`src/rtl/nmr_pulse_analyzer.sv`:
```
// Receive-side measurement of the NMR TX gate pulse train: recovers A/B pulse
// lengths, A-B and B-B delays and the B-pulse count of one sequence per arm.
module nmr_pulse_analyzer #(
   parameter int W       = 16,
   parameter int TIMEOUT = 4096
) (
   input  logic         clk,
   input  logic         rst,
   input  logic         pulse_in,
   input  logic         arm,
   output logic         busy,
   output logic         done,
   output logic [W-1:0] a_len,
   output logic [W-1:0] b_len,
   output logic [W-1:0] ab_dly,
   output logic [W-1:0] bb_dly,
   output logic [W-1:0] bb_cnt,
   output logic         mismatch,
   output logic         overflow
);

   localparam logic [W-1:0] CMAX = '1;
   localparam logic [W-1:0] ONE  = W'(1);
   localparam logic [W-1:0] TO   = W'(TIMEOUT);

   typedef enum logic [2:0] {
      IDLE, WAIT_LOW, WAIT_A, A_HI, AB_LO, B_HI, BB_LO, DONE
   } state_t;

   typedef struct packed {
      logic [W-1:0] a_len;
      logic [W-1:0] b_len;
      logic [W-1:0] ab_dly;
      logic [W-1:0] bb_dly;
      logic [W-1:0] bb_cnt;
      logic         mismatch;
      logic         overflow;
   } res_t;

   state_t       state_q, state_d;
   logic         p_q;
   logic [W-1:0] cnt_q, cnt_d;
   res_t         res_q, res_d;

   logic         cnt_sat, bbc_sat;
   logic [W-1:0] cnt_inc, bbc_inc;

   // Saturating increments: the held value stays at CMAX instead of wrapping.
   assign cnt_sat = (cnt_q == CMAX);
   assign cnt_inc = cnt_sat ? CMAX : cnt_q + ONE;
   assign bbc_sat = (res_q.bb_cnt == CMAX);
   assign bbc_inc = bbc_sat ? CMAX : res_q.bb_cnt + ONE;

   always_ff @(posedge clk or negedge rst) begin
      if (!rst) begin
         state_q <= IDLE;
         p_q     <= 1'b0;
         cnt_q   <= '0;
         res_q   <= '0;
      end else begin
         state_q <= state_d;
         p_q     <= pulse_in;
         cnt_q   <= cnt_d;
         res_q   <= res_d;
      end
   end

   // Every level change reloads the counter with 1, so the sample that shows
   // the new level is already counted and no cycle is lost at transitions.
   always_comb begin
      state_d = state_q;
      cnt_d   = cnt_q;
      res_d   = res_q;
      case (state_q)
         IDLE, DONE: begin
            if (arm) begin
               state_d = WAIT_LOW;
               cnt_d   = '0;
               res_d   = '0;
            end
         end
         WAIT_LOW: begin
            if (!p_q) state_d = WAIT_A;
         end
         WAIT_A: begin
            if (p_q) begin
               state_d = A_HI;
               cnt_d   = ONE;
            end
         end
         A_HI: begin
            if (p_q) begin
               cnt_d = cnt_inc;
               if (cnt_sat) res_d.overflow = 1'b1;
            end else begin
               res_d.a_len = cnt_q;
               cnt_d       = ONE;
               state_d     = AB_LO;
            end
         end
         AB_LO: begin
            if (p_q) begin
               res_d.ab_dly = cnt_q;
               cnt_d        = ONE;
               state_d      = B_HI;
            end else begin
               cnt_d = cnt_inc;
               if (cnt_sat) res_d.overflow = 1'b1;
               if (cnt_inc == TO) state_d = DONE;
            end
         end
         B_HI: begin
            if (p_q) begin
               cnt_d = cnt_inc;
               if (cnt_sat) res_d.overflow = 1'b1;
            end else begin
               res_d.bb_cnt = bbc_inc;
               if (bbc_sat) res_d.overflow = 1'b1;
               if (res_q.bb_cnt == '0) res_d.b_len = cnt_q;
               else if (cnt_q != res_q.b_len) res_d.mismatch = 1'b1;
               cnt_d   = ONE;
               state_d = BB_LO;
            end
         end
         BB_LO: begin
            if (p_q) begin
               // bb_cnt is 1 only during the gap after the first B pulse
               if (res_q.bb_cnt == ONE) res_d.bb_dly = cnt_q;
               else if (cnt_q != res_q.bb_dly) res_d.mismatch = 1'b1;
               cnt_d   = ONE;
               state_d = B_HI;
            end else begin
               cnt_d = cnt_inc;
               if (cnt_sat) res_d.overflow = 1'b1;
               if (cnt_inc == TO) state_d = DONE;
            end
         end
         default: state_d = IDLE;
      endcase
   end

   assign busy     = (state_q != IDLE) && (state_q != DONE);
   assign done     = (state_q == DONE);
   assign a_len    = res_q.a_len;
   assign b_len    = res_q.b_len;
   assign ab_dly   = res_q.ab_dly;
   assign bb_dly   = res_q.bb_dly;
   assign bb_cnt   = res_q.bb_cnt;
   assign mismatch = res_q.mismatch;
   assign overflow = res_q.overflow;

endmodule

```
`config.mk`:
```
export PLATFORM = sky130hd
export DESIGN_NAME = nmr_pulse_analyzer
export DESIGN_NICKNAME = d
export VERILOG_FILES = /design/src/rtl/nmr_pulse_analyzer.sv
export SDC_FILE = /design/constraint.sdc
export NUM_CORES = 1
export LEC_CHECK = 0
export CAP_MARGIN = 20
export CORE_ASPECT_RATIO = 1.4
export CORE_MARGIN = 2
export CORE_UTILIZATION = 31
export CTS_BUF_LIST = sky130_fd_sc_hd__clkbuf_8
export DETAILED_ROUTE_END_ITERATION = 12
export HOLD_SLACK_MARGIN = 0.03
export REMOVE_ABC_BUFFERS = 1
export SETUP_SLACK_MARGIN = 0.1
export SLEW_MARGIN = 40
export SYNTH_ARGS = -nofsm -noshare
export SYNTH_HDL_FRONTEND = slang
export SYNTH_SLANG_ARGS = --single-unit
```
`constraint.sdc`:
```
create_clock -name clk -period 3.8 [get_ports clk]
set_input_delay 1.14 -clock clk [delete_from_list [all_inputs] [get_ports clk]]
set_output_delay 1.14 -clock clk [all_outputs]
set_load 0.005 [all_outputs]
```
* After elaboration in Yosys (flattened, before gate mapping)
Cells that the tools add are included.
** Storage, ports and cells
- Bits in registers :: 102
- Bits in latches :: 0
- Bits in writable memories :: 0
- Bits in read-only memories :: 0
- Bits of input ports :: 4
- Output and inout port bits :: 84
- Word-level logic and storage cells :: 106
- Memories :: 0
** Operators by class
- Add/subtract/negate cells :: 2
- $mul :: 0
- Divide/modulo/power cells :: 0
- Order comparisons :: 0
- Equal/unequal tests :: 31
- Shift-type cells :: 0
- Muxes and demuxes :: 40
- Bitwise gates (word level) :: 0
- Reductions and logical operators :: 23
** Operator list (number)
- $mux 16 :: 12
- $pmux 16 s2 :: 5
- $mux 82 :: 1
- $pmux 16 s4 :: 1
- $add 16x1->16 const B :: 2
- $eq 16x16->1 const B :: 2
- $ne 16x16->1 :: 2
- $ne 2x2->1 const B :: 15
- $mux 3 :: 7
- $pmux 3 s6 :: 1
- $mux 17 :: 1
- $eq 16x1->1 const B :: 1
- $eq 16x13->1 const B :: 1
- $logic_not 16->1 :: 1
- $eq 3x3->1 const B :: 4
- $reduce_and 3->1 :: 4
- $mux 1 :: 10
- $reduce_and 4->1 :: 2
- $reduce_and 8->1 :: 1
- $reduce_bool 2->1 :: 4
- $reduce_bool 4->1 :: 2
- $eq 3x2->1 const B :: 2
- $ne 3x3->1 const B :: 2
- $reduce_and 6->1 :: 1
- other kinds (9) :: 12

* Depth between registers and ports, before layout
- Depth in word-level cells :: 6
- Depth in mapped cells :: 9
- Depth with buffers taken out :: 7

* Worst setup path after synthesis
Ideal clock, no wire load.
- Path type :: input port to flip-flop
- Start point :: input port arm
- End point :: register cnt_q[3]
- Library setup time :: 83 ps
- Arrival time :: 2321 ps
- Required time :: 3717 ps
- Slack :: 1397 ps
- Stages :: 7
- Path buffers :: 2
- Cell sequence :: clkbuf_1 > nor2b_1 > a21oi_1 > o22ai_1 > clkbuf_1 > o21ai_0 > o21ai_0
** On the way
- Longest elaborated chain between the ends :: 2
** RTL lines
- from (decl) :: line 10 : input logic arm,
- $ne 2x2->1 (no source line)
- $reduce_and 3->1 (no source line)
- to (signal assigned) :: line 63 : cnt_q <= cnt_d;
- to (decl) :: line 42 : logic [W-1:0] cnt_q, cnt_d;
No other way between the ends.
A chain may end at the register's enable or synchronous reset.

* Final worst setup path
- Start point :: register state_q[1]
- End point :: output port busy
** On the way
- Longest elaborated chain between the ends :: 2
- Elaborated cells on any way between the ends :: 3
- Classes of those cells :: 1 x eq/ne; 2 x reduce/logical
** RTL lines
- from (decl) :: line 40 : state_t state_q, state_d;
- from (signal assigned) :: line 61 : state_q <= state_d;
- $ne 3x3->1 / $reduce_bool 3->1 (equally long branches) :: line 142 : assign busy = (state_q != IDLE) && (state_q != DONE);
- $logic_and 1x1->1 (*) :: line 142
- to (decl) :: line 11 : output logic busy,
Every way passes the cells marked *; elsewhere a longest branch is shown, timed or not.

==> results.md <==
- Status: completed
- Final min period: 3.32 ns
- Final Instance Area: 6870 sq um
- Critical Path Slowest Stage Cell: dfrtp_1
- CTS sink cnt: 102
- Pin count of the biggest net entering global routing: 64
- Final count of hold timing violations: 0
- Area delta synth->final: 23.9%
- Fin. max-slew vios: 0
- Synth warn: 0
- RSZ-0062 raised after global routing: false
- Start point of the critical path: state_q[1]
- DR vias: 4974
- Pleak: 2.97 nW
- Largest family of logic cells by synthesized area: simple AND/OR/NAND/NOR gates
- Largest cells by area after synthesis: dfrtp_1 46%, nand2_1 7.2%, o21ai_0 6.0%
- Hold Path Origin: a_len[14]
- Worst slew pin tran: 0.686 ns
- Initial antenna violation count: 0
- CP Launch Type: flop
- Netlist cell types: 53
- Cts bufs inserted: 9
- Clock tree buffer depth: 2
- Post-synth top cells: 106 x nand2_1, 102 x dfrtp_1, 67 x o21ai_0
- Crit path DAT: 2.18 ns
- Relative slew slack: 0.538
- DRT iter0 DRCs: 398
- Worst Hold Class: flop to flop
- F_max: 301 MHz
- Crit path cell chain: nor3_1 -> nor2_1 -> clkdlybuf4s50_1
- Post-synth EDFFs: 0
- Predominant post-synthesis flop cell: dfrtp_1
- Hold buffers post-CTS: 0
- Post-DP Area: 6690 sq um
- First-pass GRT wire length: 25.7 mm
- Die ar.: 19000 sq um
- Mapped cell area: 5550 sq um
- Crit Path Class: flop to primary output
- WL/cell: 16.8 um
- Die X-Extent: 117 um
- Clock Latency Late Sink: 0.38 ns
- CP required: 2.66 ns
- Final Util: 0.393
- Peak supply drop: 248 uV
- R2R depth: 6
- Final #Nets: 735
- Gpl congestion: 0.888
- Seq/Total Area, Yosys: 0.460
- I/O Pins: 88
- Flop-to-flop setup slack: 1.05 ns
- Worst r2r dst: state_q[1]
- Critical Path Fanout Max: 22
- Async SR Flop Fraction: 1.00
- # Post-CTS Setup Buffers: 0
- Diode count: 0
- Detailed-placement wirelength estimate: 11.2 mm
- Synth Instances: 657
- Antenna-violating nets left: 0
- Synth Area in Compound Gates: 0.153
- Crit end category: primary output
- Tot GR Track Use: 0.175
- Simple logic cell fraction of the synthesized area: 0.250
- Synth top area share: 0.460
- Slowest Stage Delay on Critical Path: 0.80 ns
- Initial Util: 0.317
- CTS root buf: clkbuf_8
- PD cells: 473 nW/um^2
- Std-Cell Rows: 57
- H-tree Lvls: 3
- Buf/Inv on CP: 1
- Post-synthesis mux area share: 0.00903
- Hold EP: a_len[14]
- Die H: 162 um
- Post-route DRC: 0
- Drt pass-1 iters: 5
- Register bit count reported by yosys: 102
- # port buffers: 87
- Core area: 17500 sq um
- Number of gates resized after CTS: 0
- XOR/XNOR Fraction of Synth Area: 0.0584
- Vias in the first global route: 4717
- Dominant cell type by area after synthesis: dfrtp_1
- GRT Residual Overflow: 0
- Layout cells sized above 1: 0.0724
- Top delay family on crit path: flip-flops
- Most common cell in the netlist: nand2_1
- Total wire length: 16.2 mm
- CTS tree: done
- Worst r2r src: cnt_q[2]
- Clock skew: 0.00974 ns
- Period utilization: 0.873
- Setup Total Neg Slack: 0 ns
- Synth Area in Adders: 0.00903
- Pwr Total: 0.00325 W
- # setup viols final: 0
- CTS clk-pin slew, worst paths: 0.10 ns
- Hold depth: 2
- Max-capacitance violation count: 0
- Avg Cell Area, Syn: 8.44 sq um
- Vias/cell: 5.14
-- per-layer routing --
| metal | track usage | routed length, um |
|---|---|---|
| met5 | 0 | 0 |
| met4 | 0.0834 | 608 |
| met3 | 0.0272 | 670 |
| met2 | 0.287 | 7990 |
| met1 | 0.224 | 6950 |
-- registers in the layout, indices dropped and copies added (netlist names) --
signal,count
a_len,16
ab_dly,16
b_len,16
bb_cnt,16
bb_dly,16
cnt_q,16
state_q,3
mismatch,1
overflow,1
p_q,1
-- through the flow --
| step | setup WS [ns] | cells | hold WS [ns] |
|---|---|---|---|
| CTS | 0.495 | 968 | 0.483 |
| global placement | 0.743 | 952 | 0.462 |
| detailed placement | 0.707 | 952 | 0.460 |
| floorplan | 1.25 | 606 | 0.463 |
| global route | 0.356 | 968 | 0.509 |
| finish | 0.483 | 968 | 0.475 |
-- worst max path at each step --
stage          slack (ns)  depth (start not counted)          to
6_report             0.48                          3        busy
5_1_grt              0.36                          3        busy
4_1_cts              0.49                          3        busy
3_5_place_dp         0.71                          5   a_len[14]
2_1_floorplan        1.25                          6  state_q[1]
3_3_place_gp         0.74                          5   a_len[14]
-- tightest hold or removal path, stage by stage, from the launching register on --
cell and delay (ns):
dfrtp_1 0.36, nand2_1 0.05, nand2_1 0.04
-- kinds of logic (layout without fill, tap and decap cells) --
logic type,Yosys count,after routing
XOR/XNOR,37,37
buffers and inverters,83,158
AND/OR/NAND/NOR,280,280
adder cells (fa/ha/maj),4,4
flip-flops,102,102
AO/OA/AOI/OAI,146,146
multiplexers,5,5
-- area by class of cell --
type | count | area [sq um]
multi-input cells | 472 | 2670
well taps | 236 | 295
inverters | 32 | 120
fillers | 1782 | 10600
flip-flops and latches | 102 | 2550
clock buffers | 9 | 124
repair buffers | 110 | 1050
clock inverters | 7 | 55.1
-- cell usage in the layout (no fill, tap or decap), drive strengths merged, types with 5 or more instances in the layout --
master,Yosys,final
buf,16,24
nor2,37,37
nand3,57,57
nor4,15,15
o21ai,74,74
clkbuf,35,9
and3,14,14
nand4,14,14
a21oi,28,28
nand2b,5,5
nand2,106,106
xor2,16,16
nor3,10,10
mux2i,5,5
a31oi,13,13
clkdlybuf4s50,0,86
dfrtp,102,102
nor2b,6,6
o31ai,10,10
inv,32,35
xnor2,21,21
-- where the power goes --
part	switching, W	internal [W]	total [W]
clock network	0.000409	0.000245	0.000654
registers	0.000186	0.00118	0.00136
logic	0.000772	0.000461	0.00123
total	0.00137	0.00188	0.00325
Power figures use the tool's default switching activity.
